--- src/rtl/fsbm_pkg.sv ---
// Shared definitions for the full-search block-matching datapath.
// - state_e   : min-select FSM states
// - SAD_W_DEF : default SAD width (matches PE sum)
// - SAD_MAX   : all-ones SAD at the default width, the "nothing seen yet" value
package fsbm_pkg;

  localparam int SAD_W_DEF = 12;

  localparam logic [SAD_W_DEF-1:0] SAD_MAX = '1;

  typedef enum logic [1:0] {
    IDLE = 2'd0,
    SCAN = 2'd1,
    DONE = 2'd2
  } state_e;

endpackage

--- src/rtl/sad_raster_cnt.sv ---
// Raster-order x/y position counter over an NX x NY candidate grid.
// Ports:
//   clk, rst_n : clock, async active-low reset
//   clr        : force position to (0,0); wins over inc
//   inc        : advance one candidate (x fastest, both wrap at the end)
//   x, y       : current candidate column / row
//   last       : current position is (NX-1, NY-1)
module sad_raster_cnt #(
  parameter int NX = 16,
  parameter int NY = 16
) (
  input  logic                  clk,
  input  logic                  rst_n,
  input  logic                  clr,
  input  logic                  inc,
  output logic [$clog2(NX)-1:0] x,
  output logic [$clog2(NY)-1:0] y,
  output logic                  last
);

  localparam int XW = $clog2(NX);
  localparam int YW = $clog2(NY);
  localparam logic [XW-1:0] X_LAST = XW'(NX - 1);
  localparam logic [YW-1:0] Y_LAST = YW'(NY - 1);

  logic [XW-1:0] x_q, x_d;
  logic [YW-1:0] y_q, y_d;

  always_comb begin
    x_d = x_q;
    y_d = y_q;
    if (clr) begin
      x_d = '0;
      y_d = '0;
    end else if (inc) begin
      if (x_q == X_LAST) begin
        x_d = '0;
        y_d = (y_q == Y_LAST) ? '0 : y_q + 1'b1;
      end else begin
        x_d = x_q + 1'b1;
      end
    end
  end

  always_ff @(posedge clk or negedge rst_n) begin
    if (!rst_n) begin
      x_q <= '0;
      y_q <= '0;
    end else begin
      x_q <= x_d;
      y_q <= y_d;
    end
  end

  assign x    = x_q;
  assign y    = y_q;
  assign last = (x_q == X_LAST) && (y_q == Y_LAST);

endmodule

--- src/rtl/sad_min_select.sv ---
// Minimum-SAD selector: consumes one candidate SAD per sad_valid beat in
// raster order and reports the best (lowest) SAD and its (x,y) at end of
// the search window with a one-cycle done pulse.
// Ports:
//   clk, rst_n        : clock, async active-low reset
//   start             : begin a window (honoured in IDLE / DONE only)
//   sad_valid, sad    : candidate SAD beat from the PE array
//   busy              : window scan in progress
//   done              : one-cycle pulse, best_* final
//   best_sad/x/y      : running / final minimum and its position
module sad_min_select
  import fsbm_pkg::*;
#(
  parameter int SAD_W = SAD_W_DEF,
  parameter int NX    = 16,
  parameter int NY    = 16
) (
  input  logic                  clk,
  input  logic                  rst_n,
  input  logic                  start,
  input  logic                  sad_valid,
  input  logic [SAD_W-1:0]      sad,
  output logic                  busy,
  output logic                  done,
  output logic [SAD_W-1:0]      best_sad,
  output logic [$clog2(NX)-1:0] best_x,
  output logic [$clog2(NY)-1:0] best_y
);

  localparam int XW = $clog2(NX);
  localparam int YW = $clog2(NY);

  state_e          state_q, state_d;
  logic            first_q, first_d;
  logic [SAD_W-1:0] best_sad_q, best_sad_d;
  logic [XW-1:0]   best_x_q, best_x_d;
  logic [YW-1:0]   best_y_q, best_y_d;

  logic          cnt_clr, cnt_inc, cnt_last;
  logic [XW-1:0] cnt_x;
  logic [YW-1:0] cnt_y;

  sad_raster_cnt #(.NX(NX), .NY(NY)) u_cnt (
    .clk  (clk),
    .rst_n(rst_n),
    .clr  (cnt_clr),
    .inc  (cnt_inc),
    .x    (cnt_x),
    .y    (cnt_y),
    .last (cnt_last)
  );

  always_comb begin
    state_d    = state_q;
    first_d    = first_q;
    best_sad_d = best_sad_q;
    best_x_d   = best_x_q;
    best_y_d   = best_y_q;
    cnt_clr    = 1'b0;
    cnt_inc    = 1'b0;
    unique case (state_q)
      IDLE, DONE: begin
        // Beats are never taken here, even alongside start.
        if (start) begin
          state_d = SCAN;
          cnt_clr = 1'b1;
          first_d = 1'b1;
        end else begin
          state_d = IDLE;
        end
      end
      SCAN: begin
        if (sad_valid) begin
          cnt_inc = 1'b1;
          first_d = 1'b0;
          // First beat loads unconditionally so an all-ones window still
          // reports (0,0); strict < keeps the earliest of equal minima.
          if (first_q || (sad < best_sad_q)) begin
            best_sad_d = sad;
            best_x_d   = cnt_x;
            best_y_d   = cnt_y;
          end
          if (cnt_last) state_d = DONE;
        end
      end
      default: state_d = IDLE;
    endcase
  end

  always_ff @(posedge clk or negedge rst_n) begin
    if (!rst_n) begin
      state_q    <= IDLE;
      first_q    <= 1'b0;
      best_sad_q <= '1;
      best_x_q   <= '0;
      best_y_q   <= '0;
    end else begin
      state_q    <= state_d;
      first_q    <= first_d;
      best_sad_q <= best_sad_d;
      best_x_q   <= best_x_d;
      best_y_q   <= best_y_d;
    end
  end

  assign busy     = (state_q == SCAN);
  assign done     = (state_q == DONE);
  assign best_sad = best_sad_q;
  assign best_x   = best_x_q;
  assign best_y   = best_y_q;

endmodule

--- config.mk ---
export PLATFORM = sky130hd
export DESIGN_NAME = sad_min_select
export DESIGN_NICKNAME = d
export VERILOG_FILES = /design/src/rtl/fsbm_pkg.sv /design/src/rtl/sad_raster_cnt.sv /design/src/rtl/sad_min_select.sv
export SDC_FILE = /design/constraint.sdc
export NUM_CORES = 1
export LEC_CHECK = 0
export CORE_ASPECT_RATIO = 1.5
export CORE_MARGIN = 2
export CORE_UTILIZATION = 53
export DETAILED_ROUTE_END_ITERATION = 7
export GPL_TIMING_DRIVEN = 1
export PLACE_DENSITY = 0.8
export SYNTH_ARGS = -nofsm -noshare
export SYNTH_HDL_FRONTEND = slang
export SYNTH_SLANG_ARGS = --single-unit
--- constraint.sdc ---
create_clock -name clk -period 2.6 [get_ports clk]
set_input_delay 0.26 -clock clk [delete_from_list [all_inputs] [get_ports clk]]
set_output_delay 0.26 -clock clk [all_outputs]
set_load 0.03 [all_outputs]
==> results of run 1 <==
==> cells in the mapped netlist, types with 2 or more instances <==
cell	instances
a21oi_1	9
dfstp_2	12
a221oi_1	19
buf_6	4
ha_1	13
xor2_1	2
o311ai_0	9
nor3_1	3
inv_1	21
and3_1	22
o21ai_0	6
nand4b_1	20
nand3_1	3
nand2_1	10
and2b_1	2
o311ai_1	11
dfrtp_1	19
buf_2	9
clkbuf_1	11
a21o_1	3
nor2_1	29
==> cells by family (layout without fill, tap and decap cells) <==
logic type                 count (synthesis)  count (layout)  synth area share (%)
and+or+nand+nor                           97              97                  25.3
AOI/OAI and AO/OA                         61              61                  21.3
buffers and inverters                     46              75                  9.79
DFF                                       31              31                  35.5
adders and majority gates                 13              13                  7.31
xor gates and xnor gates                   2               2                 0.788
==> final timing paths <==
kind	end	cells after the start	slack [ps]	from
hold reg to reg	best_x[2]	2	560	best_x[2]
hold / removal	u_cnt.y[0]	2	370	rst_n
setup reg to reg	best_sad[8]	8	480	best_sad[9]
setup / recovery	best_sad[8]	8	480	best_sad[9]
min in group clk	best_x[2]	2	560	best_x[2]
max in group asynchronous	best_sad[3]	2	1900	rst_n
==> sequential cells by signal (all words and copies together) (netlist names) <==
register  cells
best_sad     12
best_x        4
best_y        4
first_q       1
state_q       2
u_cnt.x       4
u_cnt.y       4
==> power by group <==
part / leakage (nW) / switching [mW] / internal (mW) / total, mW
Combinational: 0.762 / 0.858 / 0.614 / 1.47
Clock: 0.0412 / 0.188 / 0.187 / 0.375
Sequential: 0.375 / 0.157 / 0.719 / 0.876
Total: 1.18 / 1.20 / 1.52 / 2.72
==> metrics by stage <==
stage | hold WS, ps | utilization, % | instance area [sq um] | total power, mW
after floorplan | -35.6 | - | 2220 | 1.85
after global placement | 533 | 65.1 | 2600 | 2.32
after detailed placement | 553 | 65.1 | 2600 | 2.35
after CTS | 386 | 67.2 | 2680 | 2.74
after global routing | 406 | 67.2 | 2680 | 2.94
final | 370 | 67.2 | 2680 | 2.72
==> routing by layer <==
metal / global-route usage, % / up-vias / share of wire [%]
met2: 36.9 / 57 / 52
met1: 29.3 / 1004 / 42
li1: - / 994 / -
met4: 12.7 / 0 / 2.2
met3: 3.43 / 11 / 4.1
met5: 0 / - / 0
==> layout make-up <==
cell class | count | share of cell area, %
Timing Repair Buffer | 46 | 16.8
Clock buffer | 6 | 2.70
Sequential cell | 31 | 29.5
Inverter | 21 | 2.94
Multi-Input combinational cell | 173 | 45.5
Clock inverter | 2 | 0.466
Tap cell | 45 | 2.10
==> reports/metrics.csv, run 1 <==
stage,metric,value,unit
global_route,largest net degree at the start of global routing,52,
layout,nets,307,
setup_path,Crit-path slowest cell,dfstp_2,
logic_synthesis,syn_area_per_cell,8.90,sq um
pwr,leakage,1.18,nW
layout,Non-Filler Instances,324,
setup_path,CP Buf/Inv Count,2,
detailed_routing,Post-DRT Antenna Nets,0,
setup_path,CP required,2770,ps
logic_synthesis,distinct cell type count after synthesis,34,
sta,clk_skew,2.20,ps
setup_path,WS Path Type,reg2reg,
global_route,first-pass GRT wire length,8950,um
clock_network,post-CTS setup buffer count,0,
global_route,number of global-route vias before repair,2008,
layout,Ant. Diodes,0,
detailed_routing,Pre-antenna DRT Iters,4,
logic_synthesis,"Cell Area, Synth",0.00222,sq mm
detailed_routing,drc violations,0,
clock_network,TritonCTS clock tree,built,
clock_network,clock tree buffer depth,2,
status,status,"complete, no violations",
die,initial core utilization,55.7,%
logic_synthesis,cell count after synthesis,250,
layout,"commonest non-fill, non-tap cells in the layout","clkdlybuf4s50_1, nor2_1, and3_1, inv_1, nand4b_1",
placed_design,placed cell count,316,
setup_path,CP peak stage delay,550,ps
logic_synthesis,cell taking the most area after synthesis,dfrtp_1,
placed_design,pre-CTS setup slack,350,ps
detailed_routing,routed len/inst,15.9,um
logic_synthesis,post-synthesis sequential area ratio,35.5,%
clock_network,post-CTS resize count,0,
clock_network,Hold Buf Count CTS,0,
logic_synthesis,register bit total from synthesis,31,
placed_design,post-DP HPWL,3420,um
setup_path,"Max FO, Critical Path",32,
placed_design,port bufs,37,
setup_path,cells along the critical path,"inv_1, ha_1, a21oi_1, o21ai_0, a31oi_2, buf_4, nand4b_1, o311ai_1",
die,Die Y,83.3,um
sta,Final min period,2120,ps
logic_synthesis,"Primary FF master, synth",dfrtp_1,
sta,achievable frequency,473,MHz
sta,"Period Utilization, post-route",81.3,%
detailed_routing,Iter 0 DRT Violations,69,
setup_path,CP Data Arrival Time,2280,ps
detailed_routing,Vias,2066,
logic_synthesis,Synth warnings,0,
clock_network,htree depth,2,
logic_synthesis,top cell type's share of synthesized area,21.4,%
placed_design,GP Congestion,0.787,
clock_network,CTS sink count,31,
sta,endpoints failing hold,0,
logic_synthesis,net count after synthesis,279,
global_route,initial antenna violation count,0,
layout,area growth from synthesis to layout,20.6,%
logic_synthesis,"FFs w/ async S/R, synth",100,%
setup_path,startpoint types,register,
layout,layout cell share with drive strength beyond 1,11.5,%
logic_synthesis,top post-synthesis cells by area,"dfrtp_1, dfstp_2, nand4b_1",
sta,worst-margin pin slew,405,ps
sta,RSZ-0062 raised after global routing,no,
die,core outline area,0.00399,sq mm
clock_network,clk_lat worst skew,290,ps
sta,final setup fails,0,
layout,"commonest non-fill, non-tap cell in the layout",clkdlybuf4s50_1,
worst_hold_path,Hold Path Class,in2async,
logic_synthesis,"EDFF count, synth",0,
pwr,peak supply drop,0.747,mV
sta,Max-slew headroom,73.0,%
detailed_routing,DRT Wirelength,5140,um
layout,Multi-input gate area,0.00122,sq mm
layout,filler cell count,341,
clock_network,clock-pin slew on the worst setup and hold paths,70,ps
sta,final setup TNS,0,ps
setup_path,Crit path max-delay family,compound AO/OA/AOI/OAI gates,
global_route,grt ovf,0,
detailed_routing,Vias/cell,6.38,
die,die width,56.9,um
setup_path,CP Capture Type,register,
layout,sequential cell area,791,sq um
clock_network,Num CTS Buffers,5,
die,row cnt,28,
pwr,pwr dens,1010,mW/mm^2
clock_network,clock root cell,clkbuf_8,
die,IO Pins,38,
sta,"Slew Viols, Final",0,
global_route,gr usage total,23.1,%
flow_run,number of max-cap violations,0,
sta,Final WS setup,485,ps
die,Die ar.,0.00474,sq mm
(Power assumes the default switching activity.)
==> run 2, diff against run 1 <==
Clock period 2.6 ns to 2.1 ns, I/O delays scaled along.
==> run 2 against run 1 <==
Wire length up 1.6%. Global-route usage grew 0.34 points. Fmax rose by 4.6%. Non-clock buffer count rose by 3. Largest power group unchanged. First-iteration DRC count fell by 19%. Via count grew 0.44%. Core utilization rose by 3.5 points.
==> reports/metrics.csv, run 2 (synthesis gave the netlist of run 1 again) <==
stage,metric,value,unit
status,status,"complete, no violations",
layout,post-route cell area,0.00282,sq mm
layout,nets,310,
clock_network,Num CTS Buffers,5,
layout,"commonest non-fill, non-tap cell in the layout",clkdlybuf4s50_1,
layout,Ant. Diodes,0,
pwr,pwr dens,1260,mW/mm^2
setup_path,worst reg2reg path endpoint,best_sad[0],
global_route,grt ovf,0,
global_route,number of global-route vias before repair,2021,
pwr,peak supply drop,1.09,mV
global_route,initial antenna violation count,0,
detailed_routing,Post-DRT Antenna Nets,0,
layout,Non-Filler Instances,327,
sta,clk_skew,9.12,ps
layout,layout cell share with drive strength beyond 1,16.7,%
flow_run,number of max-cap violations,0,
sta,achievable frequency,494,MHz
die,die width,56.9,um
die,Die ar.,0.00474,sq mm
detailed_routing,Vias,2075,
placed_design,placed cell count,319,
setup_path,CP Data Arrival Time,2190,ps
detailed_routing,routed len/inst,16.0,um
sta,worst-margin pin slew,514,ps
clock_network,CTS sink count,31,
clock_network,clock tree buffer depth,2,
placed_design,port bufs,37,
layout,area growth from synthesis to layout,26.9,%
detailed_routing,Iter 0 DRT Violations,56,
detailed_routing,DRT Wirelength,5220,um
sta,RSZ-0062 raised after global routing,no,
detailed_routing,Vias/cell,6.35,
sta,final setup fails,0,
setup_path,startpoint types,register,
clock_network,htree depth,2,
detailed_routing,drc violations,0,
clock_network,clk_lat worst skew,280,ps
setup_path,WS Path Type,reg2reg,
placed_design,placed cell areas,0.00266,sq mm
die,row cnt,28,
placed_design,GP Congestion,0.763,
sta,Min Hold Slack,316,ps
layout,max reg flops,12,
die,initial core utilization,55.7,%
pwr,leakage,1.23,nW
global_route,largest net degree at the start of global routing,62,
clock_network,Hold Buf Count CTS,0,
sta,"Period Utilization, post-route",96.3,%
setup_path,"Max FO, Critical Path",22,
global_route,gr usage total,23.4,%
die,IO Pins,38,
sta,Max-slew headroom,65.7,%
layout,post-layout util,70.7,%
die,Die Y,83.3,um
worst_hold_path,Hold Path Class,in2async,
setup_path,CP Capture Type,register,
setup_path,FF-to-FF Start,best_sad[11],
global_route,first-pass GRT wire length,9120,um
sta,endpoints failing hold,0,
setup_path,CP required,2270,ps
detailed_routing,Pre-antenna DRT Iters,4,
sta,Final min period,2020,ps
setup_path,r2r setup slk,80,ps
clock_network,TritonCTS clock tree,built,
placed_design,post-DP HPWL,3460,um
sta,"Slew Viols, Final",0,
clock_network,clock root cell,clkbuf_8,
clock_network,clock-pin slew on the worst setup and hold paths,70,ps
layout,"commonest non-fill, non-tap cells in the layout","clkdlybuf4s50_1, nor2_1, and3_1, inv_1, nand4b_1",
setup_path,reg2reg path depth,8,
die,core outline area,0.00399,sq mm
run 2: critical path, cell delays in order (launching register included):
cell	delay (ps)
dfstp_2	560
inv_1	70
ha_1	290
a21oi_1	140
o21ai_0	130
a31oi_2	270
buf_12	200
nand4b_1	130
o311ai_1	130
run 2: routing by layer:
layer  track usage [%]  wire length [um]  vias to the layer above
li1                  -                 -                     1007
met1              28.9              2090                     1001
met2              40.4              2840                       56
met3              3.74               189                       11
met4              8.03                97                        0
met5                 0                 0                        -
run 2: what timing repair did:
item / in CTS / in global routing
buffers inserted: 0 / 0
gates resized for setup: 1 / 20
endpoints found under the setup margin: 1 / 20
gates cloned: 0 / 0
pin swaps: 0 / 1
run 2: cell type report:
cell class              count  area [sq um]
clock buffers               7          86.3
clock inverters             1          5.00
inverters                  21          78.8
multi-input cells         173          1300
well taps                  45          56.3
fillers                   321          1170
flip-flops and latches     31           791
repair buffers             49           510
run 2: through the flow:
step	worst slack, ps	TNS (ps)	power [mW]
global route	0.271	0	3.83
detailed placement	-80.7	-350	2.97
CTS	7.13	0	3.48
finish	77.1	0	3.56
floorplan	91.9	0	2.29
global placement	14.5	0	2.94
run 2: worst max path at each step:
stage | startpoint | end | slack [ps] | cells past startpoint
6_report | best_sad[11] | best_sad[0] | 80 | 8
5_1_grt | best_sad[11] | best_sad[0] | 0.3 | 8
4_1_cts | best_sad[7] | best_x[3] | 7 | 8
3_5_place_dp | sad[5] | best_sad[0] | -80 | 8
3_3_place_gp | sad[5] | best_y[2] | 10 | 8
2_1_floorplan | best_sad[7] | best_x[0] | 90 | 8
run 2: power by group:
group | leakage (nW) | internal [mW] | switching, mW | total, mW
clock | 0.0482 | 0.264 | 0.226 | 0.491
sequential | 0.375 | 0.891 | 0.194 | 1.09
combinational | 0.809 | 0.867 | 1.11 | 1.98
==> run 3, diff against run 2 <==
==> constraint.sdc (replaced) <==
create_clock -name clk -period 2.1 [get_ports clk]
set_input_delay 0.525 -clock clk [delete_from_list [all_inputs] [get_ports clk]]
set_output_delay 0.525 -clock clk [all_outputs]
set_load 0.03 [all_outputs]
==> run 3 against run 2 <==
Final area rose by 7.2%. Clock power fell by 4.3%. First-iteration DRC count rose by 80%. Power rose by 9.3%. Cell count rose by 4.3%. Sequential share of layout area fell by 1.9 points. Combinational power rose by 18%. Fmax fell by 2.2%. Sequential cell count did not move. Critical path type is now in2reg. Highest routed layer unchanged.
==> reports/metrics.csv, run 3 (synthesis gave the netlist of run 1 again) <==
stage,metric,value,unit
status,status,"complete, no violations",
detailed_routing,Vias/cell,6.42,
clock_network,clock-pin slew on the worst setup and hold paths,70,ps
detailed_routing,routed len/inst,17.1,um
layout,"commonest non-fill, non-tap cells in the layout","clkdlybuf4s50_1, nor2_1, and3_1, inv_1, nand4b_1",
global_route,GR peak layer,met2,
clock_network,Hold Buf Count CTS,0,
worst_hold_path,Hold Crit Depth,2,
setup_path,startpoint types,input port,
setup_path,reg2reg path depth,8,
layout,Non-Filler Instances,341,
layout,Ant. Diodes,0,
clock_network,TritonCTS clock tree,built,
clock_network,Num CTS Buffers,5,
global_route,gr usage total,24.4,%
sta,Min Hold Slack,544,ps
setup_path,"Max FO, Critical Path",10,
pwr,register share of total power,28.0,%
pwr,internal power,2.15,mW
sta,Final min period,2070,ps
setup_path,Crit path max-delay family,buffers and inverters,
global_route,met1 usage,29.6,%
detailed_routing,DRT Wirelength,5840,um
sta,final setup fails,0,
sta,Max-slew headroom,71.2,%
global_route,first-pass GRT wire length,9390,um
setup_path,worst reg2reg path endpoint,best_x[1],
detailed_routing,Post-DRT Antenna Nets,0,
detailed_routing,Iter 0 DRT Violations,101,
layout,area growth from synthesis to layout,36.1,%
die,Die ar.,0.00474,sq mm
pwr,sw frac,44.7,%
detailed_routing,Vias,2188,
placed_design,GP Congestion,0.791,
flow_run,number of max-cap violations,0,
die,row cnt,28,
detailed_routing,drc violations,0,
setup_path,Crit-path slowest cell,clkdlybuf4s50_1,
placed_design,post-DP HPWL,3560,um
die,die width,56.9,um
setup_path,CP Capture Type,register,
setup_path,CP Data Arrival Time,2220,ps
worst_hold_path,hold endpoint,best_x[2],
clock_network,clock tree buffer depth,2,
sta,"Period Utilization, post-route",98.5,%
global_route,grt ovf,0,
sta,worst-margin pin slew,432,ps
setup_path,CP peak stage delay,450,ps
die,IO Pins,38,
die,core outline area,0.00399,sq mm
clock_network,htree depth,2,
setup_path,CP required,2250,ps
pwr,peak supply drop,1.03,mV
global_route,largest net degree at the start of global routing,47,
die,initial core utilization,55.7,%
setup_path,r2r setup slk,100,ps
pwr,Clk pwr share,12.1,%
clock_network,CTS sink count,31,
clock_network,clock root cell,clkbuf_8,
sta,"Slew Viols, Final",0,
detailed_routing,Pre-antenna DRT Iters,5,
global_route,initial antenna violation count,0,
layout,max reg flops,12,
setup_path,CP Buf/Inv Count,2,
sta,endpoints failing hold,0,
setup_path,cells along the critical path,"clkdlybuf4s50_1, ha_1, o21ai_1, o21ai_2, a31oi_4, buf_4, o311ai_1",
placed_design,port bufs,37,
pwr,Psw,1.74,mW
pwr,Combinational Power Share,59.9,%
placed_design,placed cell count,329,
global_route,number of global-route vias before repair,2105,
layout,nets,324,
worst_hold_path,Hold Path Class,reg2reg,
sta,achievable frequency,483,MHz
global_route,met2 usage,41.7,%
die,Die Y,83.3,um
setup_path,FF-to-FF Start,best_sad[5],
sta,RSZ-0062 raised after global routing,yes,
layout,"commonest non-fill, non-tap cell in the layout",clkdlybuf4s50_1,
global_route,GR Util met3,3.27,%
worst_hold_path,Hold Crit Start,best_x[2],
clock_network,clk_lat worst skew,290,ps
layout,layout cell share with drive strength beyond 1,24.3,%
sta,clk_skew,3.70,ps
setup_path,WS Path Type,in2reg,
pwr,pwr dens,1280,mW/mm^2
pwr,leakage,1.33,nW
run 3: tightest hold or removal path: cells and delay by family (launching register included):
family | cells | cell delay [ps]
AOI/OAI and AO/OA | 2 | 130
DFF | 1 | 380
run 3: how the worst max path moves through the flow:
stage                           start          end  slack, ps  cells past startpoint
after floorplan           best_sad[7]    best_x[0]         90                      8
after global placement         sad[5]    best_x[3]       -300                      8
after detailed placement       sad[5]    best_x[0]       -350                      8
after CTS                  state_q[1]         busy          3                      2
after global routing           sad[1]  best_sad[8]        -20                      8
final                          sad[1]    best_x[1]         30                      7
run 3: power by group through the flow:
stage | combinational, mW | clock (mW) | sequential, mW
3_3_place_gp | 1.82 | 0 | 1.07
4_1_cts | 1.91 | 0.474 | 1.08
6_report | 2.33 | 0.470 | 1.09
2_1_floorplan | 0.905 | 0 | 1.39
5_1_grt | 2.51 | 0.492 | 1.12
3_5_place_dp | 1.87 | 0 | 1.08
run 3: final cells by class:
class,count,area (sq um)
multi-input cells,173,1390
fillers,294,967
flip-flops and latches,31,791
repair buffers,63,629
inverters,21,78.8
clock buffers,7,76.3
well taps,45,56.3
clock inverters,1,5.00
run 3: metrics by stage:
stage | setup WS (ps) | setup TNS, ps | power (mW) | cell area (sq um) | util (%)
floorplan | 91.9 | 0 | 2.29 | 2220 | -
global placement | -298 | -5260 | 2.90 | 2720 | 68.1
detailed placement | -355 | -6040 | 2.95 | 2720 | 68.1
CTS | 2.56 | 0 | 3.46 | 2810 | 70.2
global route | -21.2 | -93.6 | 4.13 | 3030 | 75.8
finish | 31.5 | 0 | 3.89 | 3030 | 75.8
run 3: repair_timing:
item | CTS | global route
setup buffers | 0 | 0
endpoints found under the hold margin | 0 | 0
pin swaps | 1 | 7
cloned | 0 | 4
endpoints found under the setup margin | 9 | 21
resized for setup | 8 | 45
run 3: layer usage:
metal | share of wire [%] | wire (um) | vias to the layer above
li1 | - | - | 1035
met1 | 42 | 2470 | 1070
met2 | 51 | 2980 | 70
met3 | 4.5 | 265 | 13
met4 | 2.1 | 124 | 0
met5 | 0 | 0 | -
